$ cat src/rtl/serial_signed_addsub_ctrl.sv
// Bit-serial signed add/subtract over one 1-bit adder slice, LSB first, start/busy/done handshake.
// Latency: start edge + WIDTH RUN edges, done pulses the cycle after; start ignored while busy.
module serial_signed_addsub_ctrl #(
    parameter int WIDTH = 8,
    parameter int CNT_W = 4
) (
    input  logic             clk,
    input  logic             rst_n,
    input  logic             start,
    input  logic             op,
    input  logic [WIDTH-1:0] a,
    input  logic [WIDTH-1:0] b,
    output logic             busy,
    output logic             done,
    output logic [WIDTH-1:0] result,
    output logic             overflow,
    output logic             zero
);

    typedef enum logic [1:0] {
        IDLE = 2'd0,
        RUN  = 2'd1,
        DONE = 2'd2
    } state_t;

    state_t           state;
    state_t           state_nxt;

    logic [WIDTH-1:0] sa;
    logic [WIDTH-1:0] sb;
    logic [WIDTH-1:0] res_sr;
    logic             carry;
    logic [CNT_W-1:0] cnt;

    // Adder slice: two half adders, carries merged by an OR.
    logic             ha1_s;
    logic             ha1_c;
    logic             ha2_s;
    logic             ha2_c;
    logic             carry_out;
    logic             last_bit;
    logic [WIDTH-1:0] res_shifted;

    assign ha1_s       = sa[0] ^ sb[0];
    assign ha1_c       = sa[0] & sb[0];
    assign ha2_s       = ha1_s ^ carry;
    assign ha2_c       = ha1_s & carry;
    assign carry_out   = ha1_c | ha2_c;
    assign last_bit    = (cnt == CNT_W'(WIDTH - 1));
    assign res_shifted = {ha2_s, res_sr[WIDTH-1:1]};

    always_ff @(posedge clk or negedge rst_n) begin
        if (!rst_n) begin
            state <= IDLE;
        end else begin
            state <= state_nxt;
        end
    end

    always_comb begin
        state_nxt = state;
        busy      = 1'b0;
        done      = 1'b0;
        case (state)
            IDLE: begin
                if (start) begin
                    state_nxt = RUN;
                end
            end
            RUN: begin
                busy = 1'b1;
                if (last_bit) begin
                    state_nxt = DONE;
                end
            end
            DONE: begin
                busy      = 1'b1;
                done      = 1'b1;
                state_nxt = IDLE;
            end
            default: begin
                state_nxt = IDLE;
            end
        endcase
    end

    // Subtraction is a + ~b + 1: invert b at capture and seed the carry with op.
    always_ff @(posedge clk or negedge rst_n) begin
        if (!rst_n) begin
            sa       <= '0;
            sb       <= '0;
            res_sr   <= '0;
            carry    <= 1'b0;
            cnt      <= '0;
            overflow <= 1'b0;
            zero     <= 1'b0;
        end else begin
            case (state)
                IDLE: begin
                    if (start) begin
                        sa    <= a;
                        sb    <= op ? ~b : b;
                        carry <= op;
                        cnt   <= '0;
                    end
                end
                RUN: begin
                    sa     <= sa >> 1;
                    sb     <= sb >> 1;
                    carry  <= carry_out;
                    res_sr <= res_shifted;
                    cnt    <= cnt + 1'b1;
                    if (last_bit) begin
                        overflow <= carry ^ carry_out;
                        zero     <= (res_shifted == '0);
                    end
                end
                default: begin
                end
            endcase
        end
    end

    assign result = res_sr;

endmodule

$ cat config.mk
export PLATFORM = sky130hd
export DESIGN_NAME = serial_signed_addsub_ctrl
export DESIGN_NICKNAME = d
export VERILOG_FILES = /design/src/rtl/serial_signed_addsub_ctrl.sv
export SDC_FILE = /design/constraint.sdc
export NUM_CORES = 1
export LEC_CHECK = 0
export ABC_AREA = 1
export BUFFER_PORTS_ARGS = -buffer_cell sky130_fd_sc_hd__buf_4
export CORE_MARGIN = 2
export CORE_UTILIZATION = 49
export DETAILED_ROUTE_END_ITERATION = 16
export GPL_ROUTABILITY_DRIVEN = 0
export MAX_ROUTING_LAYER = met4
export PLACE_DENSITY_LB_ADDON = 0.08
export SETUP_SLACK_MARGIN = 0.5
export SLEW_MARGIN = 0
export SYNTH_ARGS = -nofsm -noshare
export SYNTH_HDL_FRONTEND = slang
export SYNTH_SLANG_ARGS = --single-unit
$ cat constraint.sdc
create_clock -name clk -period 1.4 [get_ports clk]
set_clock_uncertainty 0.1 [all_clocks]
set_input_delay 0.07 -clock clk [delete_from_list [all_inputs] [get_ports clk]]
set_output_delay 0.07 -clock clk [all_outputs]
set_load 0.05 [all_outputs]
==> key figures, run 1 <==
Layout
  • Finished Layout Cells: 334
  • Share of cells above drive strength 1: 0.4514
  • Synth-to-layout area growth: 53.72%
  • Final Cell Area: 2689 um^2
  • Final core occ: 0.7933
  • Area occupied by multi-input gates: 987.2 um^2
  • Register area: 825.8 um^2
  • Diodes inserted: 0
  • Filler Cells Inserted: 236
  • Nets@finish: 312

STA
  • RSZ-0062 raised after global routing: true
  • Max Slew Vio Count: 0
  • Hold Slack: -67.45 ps
  • Max Clk Rate: 0.6528 GHz
  • Final period util: 1.094
  • Max-slew headroom: 0.7091
  • Worst setup margin: -132.0 ps
  • Setup TNS: -1205 ps
  • Final hold violations: 11
  • Final count of negative-setup-slack endpoints: 29
  • Post-layout min period: 1532 ps
  • Least-Margin Pin Slew: 436.3 ps

Job
  • Max-cap violations: 0

Worst setup path
  • Crit. End Element: flop
  • Setup CP Type: flop to flop
  • Buffer and inverter count on the worst path: 2
  • Top delay family on crit path: simple AND/OR/NAND/NOR gates
  • Arr. time, crit path: 1670 ps
  • Crit path top cell by count: nand2_4
  • Critical Path, Cell by Cell: inv_2 -> ha_4 -> nand2_4 -> buf_4 -> nand2_4 -> nand3_1 -> nand2_1 -> nor2_1
  • Crit path launch type: flop
  • CP max stage delay: 400 ps
  • Crit path max fanout: 5
  • CP required: 1540 ps
  • CP max stage cell: dfrtp_1

Placement
  • Post-placement cell area: 2081 um^2
  • PortBufs: 31
  • Placed cells: 293
  • HPWL Detailed: 2440 um

Status
  • Failing checks: negative hold slack, negative setup slack
  • Outcome: finished, violations left

Clock tree
  • Max clock buf depth: 2
  • Hold Buf Count CTS: 6
  • CTS tree: done
  • Num CTS Buffers: 5
  • Number of H-tree levels: 2
  • CTS sink count: 33
  • Root buf cell: clkbuf_4
  • Clk Latency, worst-skew pair: 350 ps
  • CTS clk-pin slew, worst paths: 120 ps

Synthesis
  • Share of the yosys chip area belonging to registers: 0.4721
  • Netlist cell types: 23
  • Yosys synthesis warning count: 0
  • Share of the synthesized area in the top cell type: 0.4721
  • Area leader, netlist: dfrtp_1
  • Post-synthesis register bit count: 33
  • Avg Cell Area, Syn: 8.098 um^2
  • Synthesized instance count: 216
  • Synth Net Count: 241
  • Top post-synthesis cells by area: dfrtp_1, nand2_1, buf_6
  • Synthesized cell area: 1749 um^2

Power and ir drop
  • VDD IR max: 1062 uV
  • PwrDens: 2302 nW/um^2
  • Leak Pwr: 1.353 nW
  • Power, Total: 0.006191 W

Die
  • Num rows: 21
  • Initial Util: 0.5161
  • Die W: 63.75 um
  • Die area: 4063 um^2
  • Core ar.: 3390 um^2
  • Die H: 63.75 um
  • # IOs: 32

Routing
  • Pre-antenna DRT Iters: 4
  • Routed Antenna Nets: 0
  • Post-Route WL: 4658 um
  • Wire per inst: 13.95 um
  • Residual DRC: 0
  • Vias per inst: 4.889
  • Vias: 1633
  • DRT iter0 DRCs: 91

Hold path
  • Tightest Hold Check Type: primary input to flop

GRT
  • Vias in the first global route: 1543
  • Largest net degree at the start of global routing: 34
  • GRT Resource Usage Total: 0.2286
  • Number of antenna violations at the first check in global routing: 0
  • First-pass GRT wire length: 6975 um
  • Remaining global-route overflow: 0
==> cell usage after synthesis (all sizes together) <==
cell    number
a21oi        2
buf         10
dfrtp       33
fa           1
ha           4
inv         11
nand2      101
nand3        8
nand4        1
nor2        14
o211ai       8
o21ai       13
or2          8
xnor2        2
==> power breakdown <==
| group | total, W | internal [W] | leakage [nW] | switching (W) |
|---|---|---|---|---|
| registers | 0.00168 | 0.00136 | 0.421 | 0.000321 |
| logic | 0.00395 | 0.00179 | 0.901 | 0.00216 |
| clock network | 0.000555 | 0.000189 | 0.0310 | 0.000365 |
==> per-stage QoR <==
stage	hold WS, ps	setup slack, ps
floorplan	-325.6	15.34
global route	-47.53	-200.2
global placement	-57.43	2.292
CTS	-58.39	-44.28
finish	-67.45	-132.0
detailed placement	-53.56	-51.33
==> layout by cell type, fill, tap and decap left out, types with 2 or more instances in the layout <==
cell type      Yosys  layout
a21oi_2            1       2
buf_12             0       2
buf_4              2      40
buf_6              7      19
buf_8              0       4
clkbuf_4           0       5
clkinv_2           0       2
dfrtp_1           33      33
dlygate4sd3_1      0       6
ha_4               0       3
inv_1              9       5
inv_2              1       4
inv_8              0       2
nand2_1           97      70
nand2_2            3      23
nand2_4            1       8
nand3_1            7       6
nand3_2            1       2
nor2_1            14      12
nor2_2             0       2
o211ai_1           8       8
o21ai_1            9       8
o21ai_2            0       5
or2_1              8       8
xnor2_1            2       2
==> routing by layer <==
layer,up-vias,GRT usage,share of wire
met2,30,0.3934,0.51
met4,0,0.07337,0.018
li1,823,-,-
met3,9,0.04225,0.024
met1,771,0.2718,0.45
met5,-,-,0
==> cell families after synthesis <==
logic type	Yosys count	synth area share
flops	33	0.4721
xor+xnor	2	0.01002
fa+ha+maj	5	0.04006
compound gates	23	0.07940
simple gates	132	0.3169
buf+inv	21	0.08154
==> sequential cells by signal, summed over array words and instances (netlist names) <==
signal / flops
cnt: 4
overflow: 1
result: 8
zero: 1
carry: 1
sa: 8
state: 2
sb: 8
==> worst min-delay path: cells and delay by family <==
kind,cells,cell delay (ps)
AOI/OAI and AO/OA,1,70
buffers and inverters,1,70
and+or+nand+nor,2,140
==> worst paths after layout <==
path / startpoint / endpoint / slack, ps / cells past startpoint
setup / recovery: state[1]$_DFFE_PN0P_ / cnt[2]$_DFFE_PN0P_ / -130 / 8
hold / removal: a[3] / sa[3]$_DFFE_PN0P_ / -70 / 4
setup reg to reg: state[1]$_DFFE_PN0P_ / cnt[2]$_DFFE_PN0P_ / -130 / 8
hold reg to reg: sb[2]$_DFFE_PN0P_ / sb[2]$_DFFE_PN0P_ / 390 / 2
max in group asynchronous: rst_n / cnt[2]$_DFFE_PN0P_ / 780 / 2
min in group asynchronous: rst_n / sa[6]$_DFFE_PN0P_ / 90 / 2
==> repair_timing <==
action / in CTS / in global routing
gates cloned: 2 / 2
buffers inserted: 11 / 12
endpoints found under the hold margin: 50 / 6
resized for setup: 53 / 32
pin swaps: 21 / 15
setup endpoints to repair: 45 / 45
==> layout make-up <==
| cell class | count | share of cell area |
|---|---|---|
| Multi-Input combinational cell | 163 | 0.3671 |
| Timing Repair Buffer | 71 | 0.2508 |
| Clock inverter | 3 | 0.006515 |
| Clock buffer | 5 | 0.01396 |
| Sequential cell | 33 | 0.3071 |
| Timing Repair inverter | 2 | 0.008376 |
| Inverter | 11 | 0.02466 |
| Tap cell | 46 | 0.02141 |
Note: power is estimated with default switching activity, not from simulation.
==> run 2, diff against run 1 <==
--- a/config.mk
+++ b/config.mk
@@ -12,7 +12,7 @@
 export DETAILED_ROUTE_END_ITERATION = 16
 export GPL_ROUTABILITY_DRIVEN = 0
 export MAX_ROUTING_LAYER = met4
-export PLACE_DENSITY_LB_ADDON = 0.08
+export PLACE_DENSITY = 0.74
 export SETUP_SLACK_MARGIN = 0.5
 export SLEW_MARGIN = 0
 export SYNTH_ARGS = -nofsm -noshare
==> run 2 against run 1 <==
Effect of this change: the flow still finishes with violations (negative hold slack, negative setup slack); global-route usage up 0.18 points; worst setup slack improved by 75 ps; maximum frequency is 5.2% higher; worst hold slack better by 35 ps; power shrank 7.4%; die area unchanged; register-to-register slack improved by 80 ps; sequential share of layout area increased by 1.6 points; first-iteration DRC count fell by 26%; critical endpoint is now sa[1]$_DFFE_PN0P_.
==> key figures, run 2 (synthesis results as in run 1) <==
Worst setup path
  • CP max stage delay: 450 ps (+50 ps)
  • CP required: 1500 ps (-40 ps)
  • Arr. time, crit path: 1560 ps (-110 ps)
  • Critical Path, Cell by Cell: inv_2 -> ha_4 -> inv_4 -> nand2_4 -> nand2_8 -> buf_12 -> o211ai_1 -> nand2_1
  • Buffer and inverter count on the worst path: 3 (+1)
  • Crit path max fanout: 8 (+3)
  • Setup CP Type: flop to flop
  • CP max stage cell: dfrtp_1
  • Crit path launch type: flop
  • R2R depth: 8 (unchanged)
  • WP depth: 8 (unchanged)
  • Crit. End Element: flop
  • Top delay family on crit path: flip-flops

STA
  • Max Slew Vio Count: 0 (unchanged)
  • RSZ-0062 raised after global routing: true
  • Setup TNS: -510.8 ps (+694.2 ps)
  • Final period util: 1.040 (-0.05390)
  • Final count of negative-setup-slack endpoints: 19 (-34%)
  • Hold Slack: -32.10 ps (+35.35 ps)
  • Post-layout min period: 1457 ps (-75.46 ps)
  • Worst setup margin: -56.51 ps (+75.46 ps)
  • Final hold violations: 5 (-6)
  • Least-Margin Pin Slew: 421.0 ps (-15.30 ps)
  • Max Clk Rate: 0.6866 GHz (+5.2%)
  • Max-slew headroom: 0.7193 (+0.01020)

Power and ir drop
  • Leak Pwr: 1.327 nW (-1.9%)
  • VDD IR max: 916.9 uV (-14%)
  • PwrDens: 2236 nW/um^2 (-2.9%)

Routing
  • DRT iter0 DRCs: 67 (-26%)
  • Post-Route WL: 4135 um (-11%)
  • Pre-antenna DRT Iters: 4 (unchanged)
  • Routed Antenna Nets: 0 (unchanged)
  • Vias: 1581 (-3.2%)
  • Vias per inst: 4.865 (-0.50%)
  • Residual DRC: 0 (unchanged)
  • Wire per inst: 12.72 um (-8.8%)

Clock tree
  • Clk Latency, worst-skew pair: 330 ps (-20 ps)
  • Root buf cell: clkbuf_4
  • CTS tree: done
  • Hold Buf Count CTS: 7 (+1)
  • CTS clk-pin slew, worst paths: 110 ps (about the same)
  • Max clock buf depth: 2 (unchanged)
  • Number of H-tree levels: 2 (unchanged)
  • Num CTS Buffers: 5 (unchanged)
  • CTS sink count: 33 (unchanged)

Layout
  • Share of cells above drive strength 1: 0.3620 (-0.08938)
  • Nets@finish: 303 (-2.9%)
  • Synth-to-layout area growth: 46.50%
  • Diodes inserted: 0 (unchanged)
  • Most common cell after layout, fill and taps aside: nand2_1
  • Commonest non-fill, non-tap cells in the layout: nand2_1, buf_4, dfrtp_1

GRT
  • Vias in the first global route: 1549 (+0.39%)
  • First-pass GRT wire length: 7003 um (+0.40%)
  • Largest net degree at the start of global routing: 34 (unchanged)
  • GRT Resource Usage Total: 0.2304 (+0.001827)
  • Remaining global-route overflow: 0 (unchanged)
  • Number of antenna violations at the first check in global routing: 0 (unchanged)

Placement
  • HPWL Detailed: 2406 um (-1.4%)
  • PortBufs: 31 (unchanged)
  • Place WS: -39.90 ps (+11.43 ps)

Hold path
  • Hold path depth: 4 (unchanged)
  • Tightest Hold Check Type: primary input to flop

Status
  • Outcome: finished, violations left
  • Failing checks: negative hold slack, negative setup slack

Die
  • Initial Util: 0.5161 (unchanged)
  • Die H: 63.75 um (unchanged)
  • Die area: 4063 um^2 (unchanged)
  • # IOs: 32 (unchanged)
  • Core ar.: 3390 um^2 (unchanged)
  • Die W: 63.75 um (unchanged)
  • Num rows: 21 (unchanged)

Job
  • Max-cap violations: 0 (unchanged)
## run 2: power breakdown
part	internal [W]	leakage, nW	switching, W	total, W
Combinational	0.00160	0.875	0.00194	0.00354
Sequential	0.00137	0.420	0.000319	0.00169
Clock	0.000191	0.0320	0.000312	0.000503
## run 2: through the flow
step | util | area (um^2) | hold slack (ps) | std cells | total power (W)
after global routing | 0.7560 | 2562 | -22.65 | 325 | 0.006156
after detailed placement | 0.6168 | 2091 | -60.69 | 291 | 0.004260
after floorplan | - | 1824 | -325.6 | 216 | 0.003683
final | 0.7560 | 2562 | -32.10 | 325 | 0.005730
after global placement | 0.6168 | 2091 | -62.73 | 291 | 0.004205
after CTS | 0.7405 | 2510 | -41.83 | 324 | 0.005524
## run 2: layer usage
metal / track usage / part of all wire / up-vias
met5: - / 0 / -
met4: 0.06522 / 0.0051 / 0
met3: 0.05282 / 0.026 / 2
met2: 0.3908 / 0.52 / 29
met1: 0.2762 / 0.44 / 745
li1: - / - / 805
## run 2: cell type report
class | instances | area [um^2]
Multi-Input combinational cell | 163 | 944.7
Sequential cell | 33 | 827.0
Fill cell | 244 | 827.0
Timing Repair Buffer | 64 | 630.6
Tap cell | 46 | 57.56
Inverter | 11 | 51.30
Clock buffer | 6 | 41.29
Clock inverter | 2 | 10.01
## run 2: worst reg2reg max path, delay by kind of cell (launching register included)
kind	cells	cell delay, ps
flops	1	450
buf+inv	3	300
simple gates	3	230
fa+ha+maj	1	180
compound gates	1	80
## run 2: path summary, 6_finish.rpt
path	start	end	slack [ps]
min reg2reg	sb[1]$_DFFE_PN0P_	sb[1]$_DFFE_PN0P_	380
max in group asynchronous	rst_n	sb[4]$_DFFE_PN0P_	770
min	a[4]	sa[4]$_DFFE_PN0P_	-30
min in group asynchronous	rst_n	overflow$_DFFE_PN0P_	110
max reg2reg	state[0]$_DFFE_PN0P_	sa[1]$_DFFE_PN0P_	-60
max	state[0]$_DFFE_PN0P_	sa[1]$_DFFE_PN0P_	-60
## run 2: repair_timing
| action | CTS | global route |
|---|---|---|
| pin swaps | 9 | 15 |
| gates cloned | 2 | 0 |
| setup endpoints to repair | 45 | 45 |
| gates resized for setup | 37 | 13 |
| buffers inserted | 16 | 1 |
| hold endpoints to repair | 46 | 6 |
==> run 3, diff against run 2 <==
--- a/config.mk
+++ b/config.mk
@@ -6,13 +6,13 @@
 export NUM_CORES = 1
 export LEC_CHECK = 0
 export ABC_AREA = 1
-export BUFFER_PORTS_ARGS = -buffer_cell sky130_fd_sc_hd__buf_4
 export CORE_MARGIN = 2
-export CORE_UTILIZATION = 49
+export CORE_UTILIZATION = 50
 export DETAILED_ROUTE_END_ITERATION = 16
+export DONT_BUFFER_PORTS = 1
 export GPL_ROUTABILITY_DRIVEN = 0
 export MAX_ROUTING_LAYER = met4
-export PLACE_DENSITY = 0.74
+export PLACE_DENSITY_LB_ADDON = 0.25
 export SETUP_SLACK_MARGIN = 0.5
 export SLEW_MARGIN = 0
 export SYNTH_ARGS = -nofsm -noshare
==> constraint.sdc (replaced) <==
create_clock -name clk -period 1.3 [get_ports clk]
set_clock_uncertainty 0.1 [all_clocks]
set_input_delay 0.065 -clock clk [delete_from_list [all_inputs] [get_ports clk]]
set_output_delay 0.065 -clock clk [all_outputs]
set_load 0.05 [all_outputs]
==> run 3 against run 2 <==
Effect of this change: the run still ends with negative hold slack, negative setup slack left; worst hold slack got worse by 680 ps; power rose by 20%; cell area rose by 1.5%; non-clock buffer count fell by 8; clock-buffer cell count fell by 1; sequential share of layout area fell by 0.42 points; worst setup slack got worse by 82 ps; via count rose by 2.7%; first-iteration DRC count rose by 84%; clock power rose by 92%; routed wire length rose by 7.8%; die area fell by 1.9%; critical path type unchanged; critical endpoint is now sb[1]$_DFFE_PN0P_; largest cell class unchanged.
==> key figures, run 3 (synthesis results as in run 1) <==
Worst setup path
  • Buffer and inverter count on the worst path: 3 (unchanged)
  • CP max stage cell: dfrtp_1
  • Crit path launch type: flop
  • Arr. time, crit path: 1570 ps (about the same)
  • Top delay family on crit path: flip-flops
  • CP max stage delay: 420 ps (-30 ps)
  • Crit path max fanout: 14 (+6)
  • Crit path top cell by count: nand2_1
  • Crit. End Element: flop
  • Critical Path, Cell by Cell: inv_2 -> ha_4 -> inv_8 -> buf_4 -> nand2_1 -> o21ai_1 -> nand2_1 -> nand2_1
  • Setup CP Type: flop to flop
  • CP required: 1430 ps (-70 ps)

Power and ir drop
  • Leak Pwr: 1.310 nW (-1.3%)
  • VDD IR max: 1378 uV (+50%)
  • Power, Total: 0.006864 W (+20%)
  • PwrDens: 2640 nW/um^2 (+18%)

STA
  • Final count of negative-setup-slack endpoints: 35 (+16)
  • Max Slew Vio Count: 0 (unchanged)
  • Least-Margin Pin Slew: 266.7 ps (-154.3 ps)
  • Final hold violations: 48 (+43)
  • RSZ-0062 raised after global routing: true
  • Final period util: 1.106 (+0.06591)
  • Max Clk Rate: 0.6953 GHz (+1.3%)
  • Post-layout min period: 1438 ps (-18.35 ps)
  • Worst setup margin: -138.2 ps (-81.65 ps)
  • Max-slew headroom: 0.8215 (+0.1022)
  • Hold Slack: -709.9 ps (-677.8 ps)

Status
  • Failing checks: negative hold slack, negative setup slack
  • Outcome: finished, violations left

Clock tree
  • Num CTS Buffers: 5 (unchanged)
  • Number of H-tree levels: 2 (unchanged)
  • CTS clk-pin slew, worst paths: 120 ps (about the same)
  • Hold Buf Count CTS: 15 (+8)
  • Root buf cell: clkbuf_4
  • CTS tree: done
  • Max clock buf depth: 2 (unchanged)
  • Clk Latency, worst-skew pair: 350 ps (+20 ps)
  • CTS sink count: 33 (unchanged)

Routing
  • Pre-antenna DRT Iters: 4 (unchanged)
  • Vias: 1623 (+2.7%)
  • Residual DRC: 0 (unchanged)
  • DRT iter0 DRCs: 123 (+84%)
  • Wire per inst: 14.06 um (+11%)
  • Post-Route WL: 4458 um (+7.8%)
  • Vias per inst: 5.120 (+5.2%)
  • Routed Antenna Nets: 0 (unchanged)

Die
  • Die H: 63.15 um (-0.94%)
  • Core ar.: 3337 um^2 (-1.6%)
  • Num rows: 21 (unchanged)
  • # IOs: 32 (unchanged)
  • Initial Util: 0.5242 (+0.008127)
  • Die area: 3987 um^2 (-1.9%)
  • Die W: 63.15 um (-0.94%)

Job
  • Max-cap violations: 0 (unchanged)

GRT
  • Number of antenna violations at the first check in global routing: 0 (unchanged)
  • Largest net degree at the start of global routing: 34 (unchanged)
  • First-pass GRT wire length: 7521 um (+7.4%)
  • GRT Resource Usage Total: 0.2525 (+0.02206)
  • Vias in the first global route: 1696 (+9.5%)
  • Remaining global-route overflow: 0 (unchanged)

Layout
  • Final Cell Area: 2600 um^2 (+1.5%)
  • Diodes inserted: 0 (unchanged)
  • Commonest non-fill, non-tap cells in the layout: nand2_1, dfrtp_1, buf_4
  • Nets@finish: 295 (-2.6%)
  • Most common cell after layout, fill and taps aside: nand2_1
  • Synth-to-layout area growth: 48.64%
  • Share of cells above drive strength 1: 0.3358 (-0.02621)

Placement
  • HPWL Detailed: 2565 um (+6.6%)
  • PortBufs: 0 (-100%)
  • Post-placement cell area: 2011 um^2 (-3.8%)

Hold path
  • Tightest Hold Check Type: primary input to asynchronous set/reset pin
-- run 3: final cells by class --
type,count,area (um^2)
clock buffers,5,37.54
clock inverters,3,65.06
fillers,232,737.0
inverters,11,51.30
multi-input cells,163,950.9
flip-flops and latches,33,828.3
well taps,46,57.56
repair buffers,56,609.3
-- run 3: per-stage QoR --
stage               setup slack [ps]  std cells  hold slack, ps    util  setup TNS [ps]
floorplan                     -84.66        216          -330.6       -          -827.8
global route                  -210.1        317          -740.8  0.7792           -5517
global placement              -85.55        277          -329.5  0.6026           -1586
finish                        -138.2        317          -709.9  0.7792           -3358
CTS                           -114.6        313          -717.3  0.7533           -2779
detailed placement            -117.1        277          -329.4  0.6026           -2141
-- run 3: what timing repair did --
item,in CTS,in global routing
gates resized for setup,34,16
hold endpoints to repair,56,48
gates cloned,2,0
pin swaps,19,6
buffers inserted,11,4
setup endpoints to repair,45,45
-- run 3: final timing paths --
check	start	to	slack [ps]	depth (start not counted)
hold / removal	rst_n	result[6]$_DFFE_PN0P_	-710	0
max in group asynchronous	rst_n	sb[2]$_DFFE_PN0P_	1710	0
min in group clk	op	carry$_DFFE_PN0P_	-220	2
setup reg to reg	state[1]$_DFFE_PN0P_	sb[1]$_DFFE_PN0P_	-140	8
hold reg to reg	sb[6]$_DFFE_PN0P_	sb[6]$_DFFE_PN0P_	390	2
setup / recovery	state[1]$_DFFE_PN0P_	sb[1]$_DFFE_PN0P_	-140	8
-- run 3: power by group --
part	switching, W	total (W)	internal, W
clock network	0.000372	0.000967	0.000595
logic	0.00217	0.00410	0.00192
registers	0.000326	0.00180	0.00147
-- run 3: metal layers --
metal	share of wire	wire [um]	GRT usage
met5	0	0	-
met4	0.016	72	0.09167
met3	0.039	173	0.06607
met2	0.56	2510	0.4668
met1	0.38	1701	0.2538
-- run 3: worst register-to-register path, cell delays in order, from the launching register on --
cell,delay [ps]
dfrtp_1,420
inv_2,110
ha_4,240
inv_8,80
buf_4,140
nand2_1,60
o21ai_1,60
nand2_1,70
nand2_1,50
